<file path="src/rtl/stage_4_mem_wb_pkg.sv">
// ============================================================================
// Module   : stage_4_mem_wb_pkg
// Purpose  : Shared memory-op codes, FSM states and byte-enable patterns
//            for the MEM/WB stage.
// Revision : 1.0 - initial release
// ============================================================================
`default_nettype none

package stage_4_mem_wb_pkg;

  localparam logic [2:0] C_OP_READ_8_S  = 3'd0;
  localparam logic [2:0] C_OP_READ_16_S = 3'd1;
  localparam logic [2:0] C_OP_READ_32   = 3'd2;
  localparam logic [2:0] C_OP_READ_8_U  = 3'd3;
  localparam logic [2:0] C_OP_READ_16_U = 3'd4;
  localparam logic [2:0] C_OP_WRITE_8   = 3'd5;
  localparam logic [2:0] C_OP_WRITE_16  = 3'd6;
  localparam logic [2:0] C_OP_WRITE_32  = 3'd7;

  localparam logic [1:0] C_SIZE_BYTE = 2'd0;
  localparam logic [1:0] C_SIZE_HALF = 2'd1;
  localparam logic [1:0] C_SIZE_WORD = 2'd2;

  localparam logic [3:0] C_BE_BYTE = 4'b0001;
  localparam logic [3:0] C_BE_HALF = 4'b0011;
  localparam logic [3:0] C_BE_WORD = 4'b1111;

  typedef enum logic [0:0] {
    ST_IDLE = 1'b0,
    ST_MEM  = 1'b1
  } state_e;

  function automatic logic [1:0] op_size(input logic [2:0] op);
    case (op)
      C_OP_READ_8_S, C_OP_READ_8_U, C_OP_WRITE_8:    op_size = C_SIZE_BYTE;
      C_OP_READ_16_S, C_OP_READ_16_U, C_OP_WRITE_16: op_size = C_SIZE_HALF;
      default:                                       op_size = C_SIZE_WORD;
    endcase
  endfunction

  function automatic logic op_is_write(input logic [2:0] op);
    op_is_write = (op == C_OP_WRITE_8) || (op == C_OP_WRITE_16) ||
                  (op == C_OP_WRITE_32);
  endfunction

endpackage

`default_nettype wire

</file>
<file path="src/rtl/stage_4_mem_wb_load_align.sv">
// ============================================================================
// Module   : stage_4_mem_wb_load_align
// Purpose  : Selects the addressed byte/halfword lane of a read word
//            (little-endian) and sign- or zero-extends it to 32 bits.
// Revision : 1.0 - initial release
// ============================================================================
`default_nettype none

module stage_4_mem_wb_load_align
  import stage_4_mem_wb_pkg::*;
(
  input  logic [2:0]  op_i,
  input  logic [1:0]  addr_lo_i,
  input  logic [31:0] rdata_i,
  output logic [31:0] data_o
);

  logic [31:0] w_shifted;

  assign w_shifted = rdata_i >> {addr_lo_i, 3'b000};

  always_comb begin
    data_o = w_shifted;
    case (op_i)
      C_OP_READ_8_S:  data_o = {{24{w_shifted[7]}}, w_shifted[7:0]};
      C_OP_READ_8_U:  data_o = {24'd0, w_shifted[7:0]};
      C_OP_READ_16_S: data_o = {{16{w_shifted[15]}}, w_shifted[15:0]};
      C_OP_READ_16_U: data_o = {16'd0, w_shifted[15:0]};
      default:        data_o = w_shifted;
    endcase
  end

endmodule

`default_nettype wire

</file>
<file path="src/rtl/stage_4_mem_wb.sv">
// ============================================================================
// Module   : stage_4_mem_wb
// Purpose  : RISC-V MEM/WB stage: data-memory handshake, load alignment and
//            register-file write port. Define MEM_TIMEOUT_EN for the
//            memory-wait timeout and the mem_err output.
// Revision : 1.0 - initial release
// ============================================================================
`default_nettype none

module stage_4_mem_wb
  import stage_4_mem_wb_pkg::*;
#(
  parameter int unsigned TIMEOUT_CYCLES = 255
) (
  input  logic        i_clk,
  input  logic        i_rst,
  input  logic        i_valid,
  input  logic        i_op_type,
  input  logic [2:0]  i_op_mem,
  input  logic [31:0] i_alu_res,
  input  logic [31:0] i_rs_2,
  input  logic [4:0]  i_rd_num,
  input  logic        i_wb_en,
  output logic        stall,
  output logic [4:0]  ex_mem_rd_num,
  output logic        mem_req,
  output logic        mem_we,
  output logic [31:0] mem_addr,
  output logic [31:0] mem_wdata,
  output logic [3:0]  mem_be,
  input  logic        i_mem_ack,
  input  logic [31:0] i_mem_rdata,
  output logic        reg_op,
  output logic [31:0] w_rd,
  output logic [4:0]  w_rd_num,
`ifdef MEM_TIMEOUT_EN
  output logic        mem_err,
`endif
  output logic        misalign
);

  state_e      state_q, state_d;
  logic        mem_req_q, mem_req_d;
  logic        mem_we_q, mem_we_d;
  logic [31:0] mem_addr_q, mem_addr_d;
  logic [31:0] mem_wdata_q, mem_wdata_d;
  logic [3:0]  mem_be_q, mem_be_d;
  logic [2:0]  op_q, op_d;
  logic [1:0]  addr_lo_q, addr_lo_d;
  logic [4:0]  rd_q, rd_d;
  logic [4:0]  hold_rd_q, hold_rd_d;
  logic        reg_op_q, reg_op_d;
  logic [31:0] w_rd_q, w_rd_d;
  logic [4:0]  w_rd_num_q, w_rd_num_d;
  logic        misalign_q, misalign_d;

  logic [1:0]  w_size;
  logic        w_misaligned;
  logic [3:0]  w_be;
  logic [31:0] w_wdata;
  logic [31:0] w_load_data;

`ifdef MEM_TIMEOUT_EN
  localparam int unsigned C_CNT_W = (TIMEOUT_CYCLES > 1) ? $clog2(TIMEOUT_CYCLES) : 1;
  localparam logic [C_CNT_W-1:0] C_CNT_LAST = C_CNT_W'(TIMEOUT_CYCLES - 1);
  logic [C_CNT_W-1:0] cnt_q, cnt_d;
  logic               mem_err_q, mem_err_d;
`else
  logic w_unused_timeout;
  assign w_unused_timeout = (TIMEOUT_CYCLES != 0);
`endif

  // Request attributes are derived from the incoming instruction in IDLE.
  assign w_size       = op_size(i_op_mem);
  assign w_misaligned = ((w_size == C_SIZE_HALF) && i_alu_res[0]) ||
                        ((w_size == C_SIZE_WORD) && (i_alu_res[1:0] != 2'b00));

  always_comb begin
    w_be    = C_BE_WORD;
    w_wdata = i_rs_2;
    case (w_size)
      C_SIZE_BYTE: begin
        w_be    = C_BE_BYTE << i_alu_res[1:0];
        w_wdata = {4{i_rs_2[7:0]}};
      end
      C_SIZE_HALF: begin
        w_be    = C_BE_HALF << i_alu_res[1:0];
        w_wdata = {2{i_rs_2[15:0]}};
      end
      default: begin
        w_be    = C_BE_WORD;
        w_wdata = i_rs_2;
      end
    endcase
  end

  stage_4_mem_wb_load_align u_load_align (
    .op_i      (op_q),
    .addr_lo_i (addr_lo_q),
    .rdata_i   (i_mem_rdata),
    .data_o    (w_load_data)
  );

  always_comb begin
    state_d     = state_q;
    mem_req_d   = mem_req_q;
    mem_we_d    = mem_we_q;
    mem_addr_d  = mem_addr_q;
    mem_wdata_d = mem_wdata_q;
    mem_be_d    = mem_be_q;
    op_d        = op_q;
    addr_lo_d   = addr_lo_q;
    rd_d        = rd_q;
    hold_rd_d   = 5'd0;
    reg_op_d    = 1'b0;
    w_rd_d      = w_rd_q;
    w_rd_num_d  = w_rd_num_q;
    misalign_d  = 1'b0;
`ifdef MEM_TIMEOUT_EN
    cnt_d       = cnt_q;
    mem_err_d   = 1'b0;
`endif
    case (state_q)
      ST_IDLE: begin
        if (i_valid) begin
          if (!i_op_type) begin
            reg_op_d   = i_wb_en && (i_rd_num != 5'd0);
            w_rd_d     = i_alu_res;
            w_rd_num_d = i_rd_num;
            hold_rd_d  = i_rd_num;
          end else if (w_misaligned) begin
            misalign_d = 1'b1;
          end else begin
            state_d     = ST_MEM;
            mem_req_d   = 1'b1;
            mem_we_d    = op_is_write(i_op_mem);
            mem_addr_d  = {i_alu_res[31:2], 2'b00};
            mem_wdata_d = w_wdata;
            mem_be_d    = w_be;
            op_d        = i_op_mem;
            addr_lo_d   = i_alu_res[1:0];
            rd_d        = i_rd_num;
`ifdef MEM_TIMEOUT_EN
            cnt_d       = '0;
`endif
          end
        end
      end
      ST_MEM: begin
        if (i_mem_ack) begin
          state_d     = ST_IDLE;
          mem_req_d   = 1'b0;
          mem_we_d    = 1'b0;
          mem_addr_d  = 32'd0;
          mem_wdata_d = 32'd0;
          mem_be_d    = 4'd0;
          hold_rd_d   = rd_q;
          if (!mem_we_q) begin
            reg_op_d   = (rd_q != 5'd0);
            w_rd_d     = w_load_data;
            w_rd_num_d = rd_q;
          end
`ifdef MEM_TIMEOUT_EN
        end else if (cnt_q == C_CNT_LAST) begin
          // Abandon the access: no writeback, flag the error instead.
          state_d     = ST_IDLE;
          mem_req_d   = 1'b0;
          mem_we_d    = 1'b0;
          mem_addr_d  = 32'd0;
          mem_wdata_d = 32'd0;
          mem_be_d    = 4'd0;
          mem_err_d   = 1'b1;
        end else begin
          cnt_d = cnt_q + 1'b1;
`endif
        end
      end
      default: state_d = ST_IDLE;
    endcase
  end

  always_ff @(posedge i_clk) begin
    if (!i_rst) begin
      state_q     <= ST_IDLE;
      mem_req_q   <= 1'b0;
      mem_we_q    <= 1'b0;
      mem_addr_q  <= 32'd0;
      mem_wdata_q <= 32'd0;
      mem_be_q    <= 4'd0;
      op_q        <= 3'd0;
      addr_lo_q   <= 2'd0;
      rd_q        <= 5'd0;
      hold_rd_q   <= 5'd0;
      reg_op_q    <= 1'b0;
      w_rd_q      <= 32'd0;
      w_rd_num_q  <= 5'd0;
      misalign_q  <= 1'b0;
`ifdef MEM_TIMEOUT_EN
      cnt_q       <= '0;
      mem_err_q   <= 1'b0;
`endif
    end else begin
      state_q     <= state_d;
      mem_req_q   <= mem_req_d;
      mem_we_q    <= mem_we_d;
      mem_addr_q  <= mem_addr_d;
      mem_wdata_q <= mem_wdata_d;
      mem_be_q    <= mem_be_d;
      op_q        <= op_d;
      addr_lo_q   <= addr_lo_d;
      rd_q        <= rd_d;
      hold_rd_q   <= hold_rd_d;
      reg_op_q    <= reg_op_d;
      w_rd_q      <= w_rd_d;
      w_rd_num_q  <= w_rd_num_d;
      misalign_q  <= misalign_d;
`ifdef MEM_TIMEOUT_EN
      cnt_q       <= cnt_d;
      mem_err_q   <= mem_err_d;
`endif
    end
  end

  assign stall         = (state_q == ST_MEM) && !i_mem_ack;
  assign ex_mem_rd_num = (state_q == ST_MEM) ? rd_q : hold_rd_q;
  assign mem_req       = mem_req_q;
  assign mem_we        = mem_we_q;
  assign mem_addr      = mem_addr_q;
  assign mem_wdata     = mem_wdata_q;
  assign mem_be        = mem_be_q;
  assign reg_op        = reg_op_q;
  assign w_rd          = w_rd_q;
  assign w_rd_num      = w_rd_num_q;
  assign misalign      = misalign_q;
`ifdef MEM_TIMEOUT_EN
  assign mem_err       = mem_err_q;
`endif

endmodule

`default_nettype wire

</file>
<file path="config.mk">
export PLATFORM = sky130hd
export DESIGN_NAME = stage_4_mem_wb
export DESIGN_NICKNAME = d
export VERILOG_FILES = /design/src/rtl/stage_4_mem_wb_pkg.sv /design/src/rtl/stage_4_mem_wb_load_align.sv /design/src/rtl/stage_4_mem_wb.sv
export SDC_FILE = /design/constraint.sdc
export NUM_CORES = 1
export LEC_CHECK = 0
export ABC_AREA = 1
export BUFFER_PORTS_ARGS = -buffer_cell sky130_fd_sc_hd__buf_2
export CORE_ASPECT_RATIO = 0.8
export CORE_UTILIZATION = 50
export CTS_CLUSTER_SIZE = 30
export DETAILED_ROUTE_END_ITERATION = 7
export PLACE_DENSITY_LB_ADDON = 0.3
export SKIP_CTS_REPAIR_TIMING = 1
export SLEW_MARGIN = 30
export SYNTH_ARGS = -nofsm -noshare
export SYNTH_HDL_FRONTEND = slang
export SYNTH_SLANG_ARGS = --single-unit
export TNS_END_PERCENT = 1
</file>
<file path="constraint.sdc">
create_clock -name i_clk -period 2 [get_ports i_clk]
set_clock_uncertainty 0.1 [all_clocks]
set_input_delay 0.5 -clock i_clk [delete_from_list [all_inputs] [get_ports i_clk]]
set_output_delay 0.5 -clock i_clk [all_outputs]
set_load 0.01 [all_outputs]
</file>
==> flow_summary.yaml <==
placement:
  preCtsSetupSlack_ns: 0.107
  portBuffers: 222
  placed_cell_area_um2: 7340
  hpwl_mm: 13.5
  place_congestion: 0.923
  placedCellCount: 1258
power_and_ir_drop:
  pwr-share-clk_pct: 44.7
  vdd_ir_drop_max_mv: 0.712
  p_leak_nw: 3.91
  p_comb_share_pct: 17.4
  switchingPower_mw: 2.04
  power_density_nw_per_um2: 889
  power_frac_seq_pct: 37.9
  swShare_pct: 28.8
  p_int_mw: 5.04
detailed_routing:
  drt_first_iter_violations: 712
  avgViaCountPerCell: 5.37
  routedWlPerCell_um: 14.9
  ant_nets: 0
  routed_wl_mm: 19.2
  dr_total_vias: 6922
  drc: 0
  drt-pass1-iter-count: 4
global_route:
  grt_max_degree: 76
  antenna_found_initial: 1
  grt_pass1_wl_mm: 30.8
  grt_pass1_vias: 6134
  grt_usage_pct: 30.7
  grt_overflow_total: 0
sta:
  slew_headroom_pct: 61.4
  holdWs_ns: 0.270
  hold_violations: 0
  slew_viol_final: 0
  rsz0062_at_grt: "false"
  min_period_ns: 1.91
  fin_ws_ns: 0.0864
  worstMarginPinSlew_ns: 0.578
  period_share_pct: 95.7
  max_clock_freq_mhz: 523
  setup_viol: 0
floorplan:
  ioPinCount: 225
  start_util_pct: 52.2
  die_height_um: 101
  die_area_um2: 12700
  die_x_um: 126
  fp-row-count: 35
  core-area_um2: 11700
synthesis:
  ys_ff_latch: 123
  ys_seq_area_share_pct: 40.2
  synth_top_area_share_pct: 40.2
  synth_area_per_cell_um2: 6.55
  syn-cell-area_um2: 6130
  syn_inst: 936
  synthDistinctLibCells: 28
  ys_top_cells_by_area: "dfxtp_1 (40%), nand2_1 (14%), nand3_1 (10%)"
  ys_warn_count: 0
  yosysTopAreaCell: "dfxtp_1"
setup_path:
  cp_slowest_cell: "dfxtp_4"
  r2r-end: "w_rd[31]"
  timing.rr.start: "addr_lo_q[1]"
  cp.arrival_ns: 1.31
  critPathLaunchType: "flop"
  path_cells: "clkinv_2 -> buf_8 -> nor2_2 -> buf_2"
  critPathMaxFanout: 24
  reg2reg_setup_slack_ns: 0.28
  reg2regPathDepth: 7
  cp_top_family: "buffers and inverters"
  required_ns: 1.40
  max_stage_delay_ns: 0.38
  path_buf_inv: 3
  critPathCaptureType: "output port"
  path_class: "flop to output port"
layout:
  nets: 1239
  antennaDiodeCount: 0
  drive_gt1_share_pct: 25.9
  area_delta_synth_final_pct: 30.0
  fin_cells: 1290
  finish.instance_area_um2: 7970
  layout_common_cells: "nand2_1 (222), buf_2 (222), nand3_1 (127)"
min_path:
  hp-class: "input pin to flop"
  min_path_cells: 3
  hold_end: "mem_wdata[6]"
  min_from: "i_rs_2[6]"
cts:
  cts_sinks: 123
  cts_buffers: 17
  htreeDepth: 4
  clkTransAtPathRegs_ns: 0.06
  root_buffer: "clkbuf_16"
  cts_tree: "yes"
  clk_path_buf_depth: 2
  clock_latency_ns: 0.40
status:
  status: "finished clean"
run:
  drv_cap: 0
## tightest hold or removal path, delay by kind of cell
family	cells	cell delay, ns
AO/OA/AOI/OAI	1	0.06
buffers and inverters	1	0.11
AND/OR/NAND/NOR	1	0.06
## metrics by stage
stage	TNS, ns	power (mW)	util (%)
floorplan	0	3.47	-
global placement	0	3.93	62.6
detailed placement	0	3.94	62.6
CTS	-0.0506	7.10	67.8
global route	0	7.40	67.9
finish	0	7.08	67.9
## worst max-delay path by stage
| stage | start | to | slack, ns | cells after the start |
|---|---|---|---|---|
| finish | state_q | stall | 0.09 | 4 |
| floorplan | i_mem_ack | w_rd[3] | 0.33 | 9 |
| detailed placement | i_op_mem[2] | mem_wdata[30] | 0.11 | 9 |
| global placement | i_op_mem[0] | op_q[0] | 0.13 | 8 |
| global route | state_q | ex_mem_rd_num[0] | 0.02 | 5 |
| CTS | state_q | stall | -0.05 | 4 |
## cell families after synthesis
family | share of synthesized area [%]
simple gates | 30.6
compound gates | 18.6
buf+inv | 10.6
flops | 40.2
other cells | 0.0612
## sequential cells by signal (all words and copies together), names as in the netlist
| register | cells |
|---|---|
| rd_q | 5 |
| mem_req | 1 |
| mem_addr | 30 |
| mem_wdata | 32 |
| w_rd | 32 |
| mem_be | 4 |
| misalign | 1 |
| w_rd_num | 5 |
| mem_we | 1 |
| hold_rd_q | 5 |
| op_q | 3 |
| addr_lo_q | 2 |
| reg_op | 1 |
| state_q | 1 |
## metal layers
| layer | share of wire, % | track usage, % | up-vias |
|---|---|---|---|
| met5 | 0.057 | 0 | - |
| met3 | 8.9 | 7.38 | 33 |
| li1 | - | - | 3447 |
| met1 | 45 | 42.7 | 3145 |
| met4 | 1.8 | 10.0 | 2 |
| met2 | 44 | 46.8 | 295 |
## area by class of cell
class | instances | area [um2]
timing repair buffer | 244 | 1380
clock inverter | 14 | 180
fill | 1062 | 3770
multi-input combinational | 664 | 3040
tap | 148 | 185
clock buffer | 18 | 429
inverter | 79 | 298
sequential | 123 | 2470
## cells in the mapped netlist
cell type and count:
nor2_4 1, dfxtp_1 123, nor2_2 1, conb_1 1
o21a_1 1, buf_6 2, inv_2 6, buf_1 7
a21oi_1 123, o211ai_1 7, nand3_1 127, nand2_1 222
nand2_2 4, inv_1 72, nor3_1 1, nand4_1 3
clkbuf_1 29, o21ai_0 79, buf_4 11, clkinv_2 1
nand3b_1 1, nor2_8 1, buf_2 22, nor2_1 79
a31oi_1 5, o21ai_1 4, nand3_2 2, a21oi_4 1
## power groups by stage
| stage | Clock [mW] | Combinational [mW] | Sequential (mW) |
|---|---|---|---|
| floorplan | 0 | 0.694 | 2.78 |
| global placement | 0 | 1.20 | 2.73 |
| detailed placement | 0 | 1.21 | 2.73 |
| CTS | 3.20 | 1.22 | 2.68 |
| global route | 3.33 | 1.37 | 2.70 |
| finish | 3.16 | 1.23 | 2.69 |
Note: power is estimated with default switching activity, not from simulation.
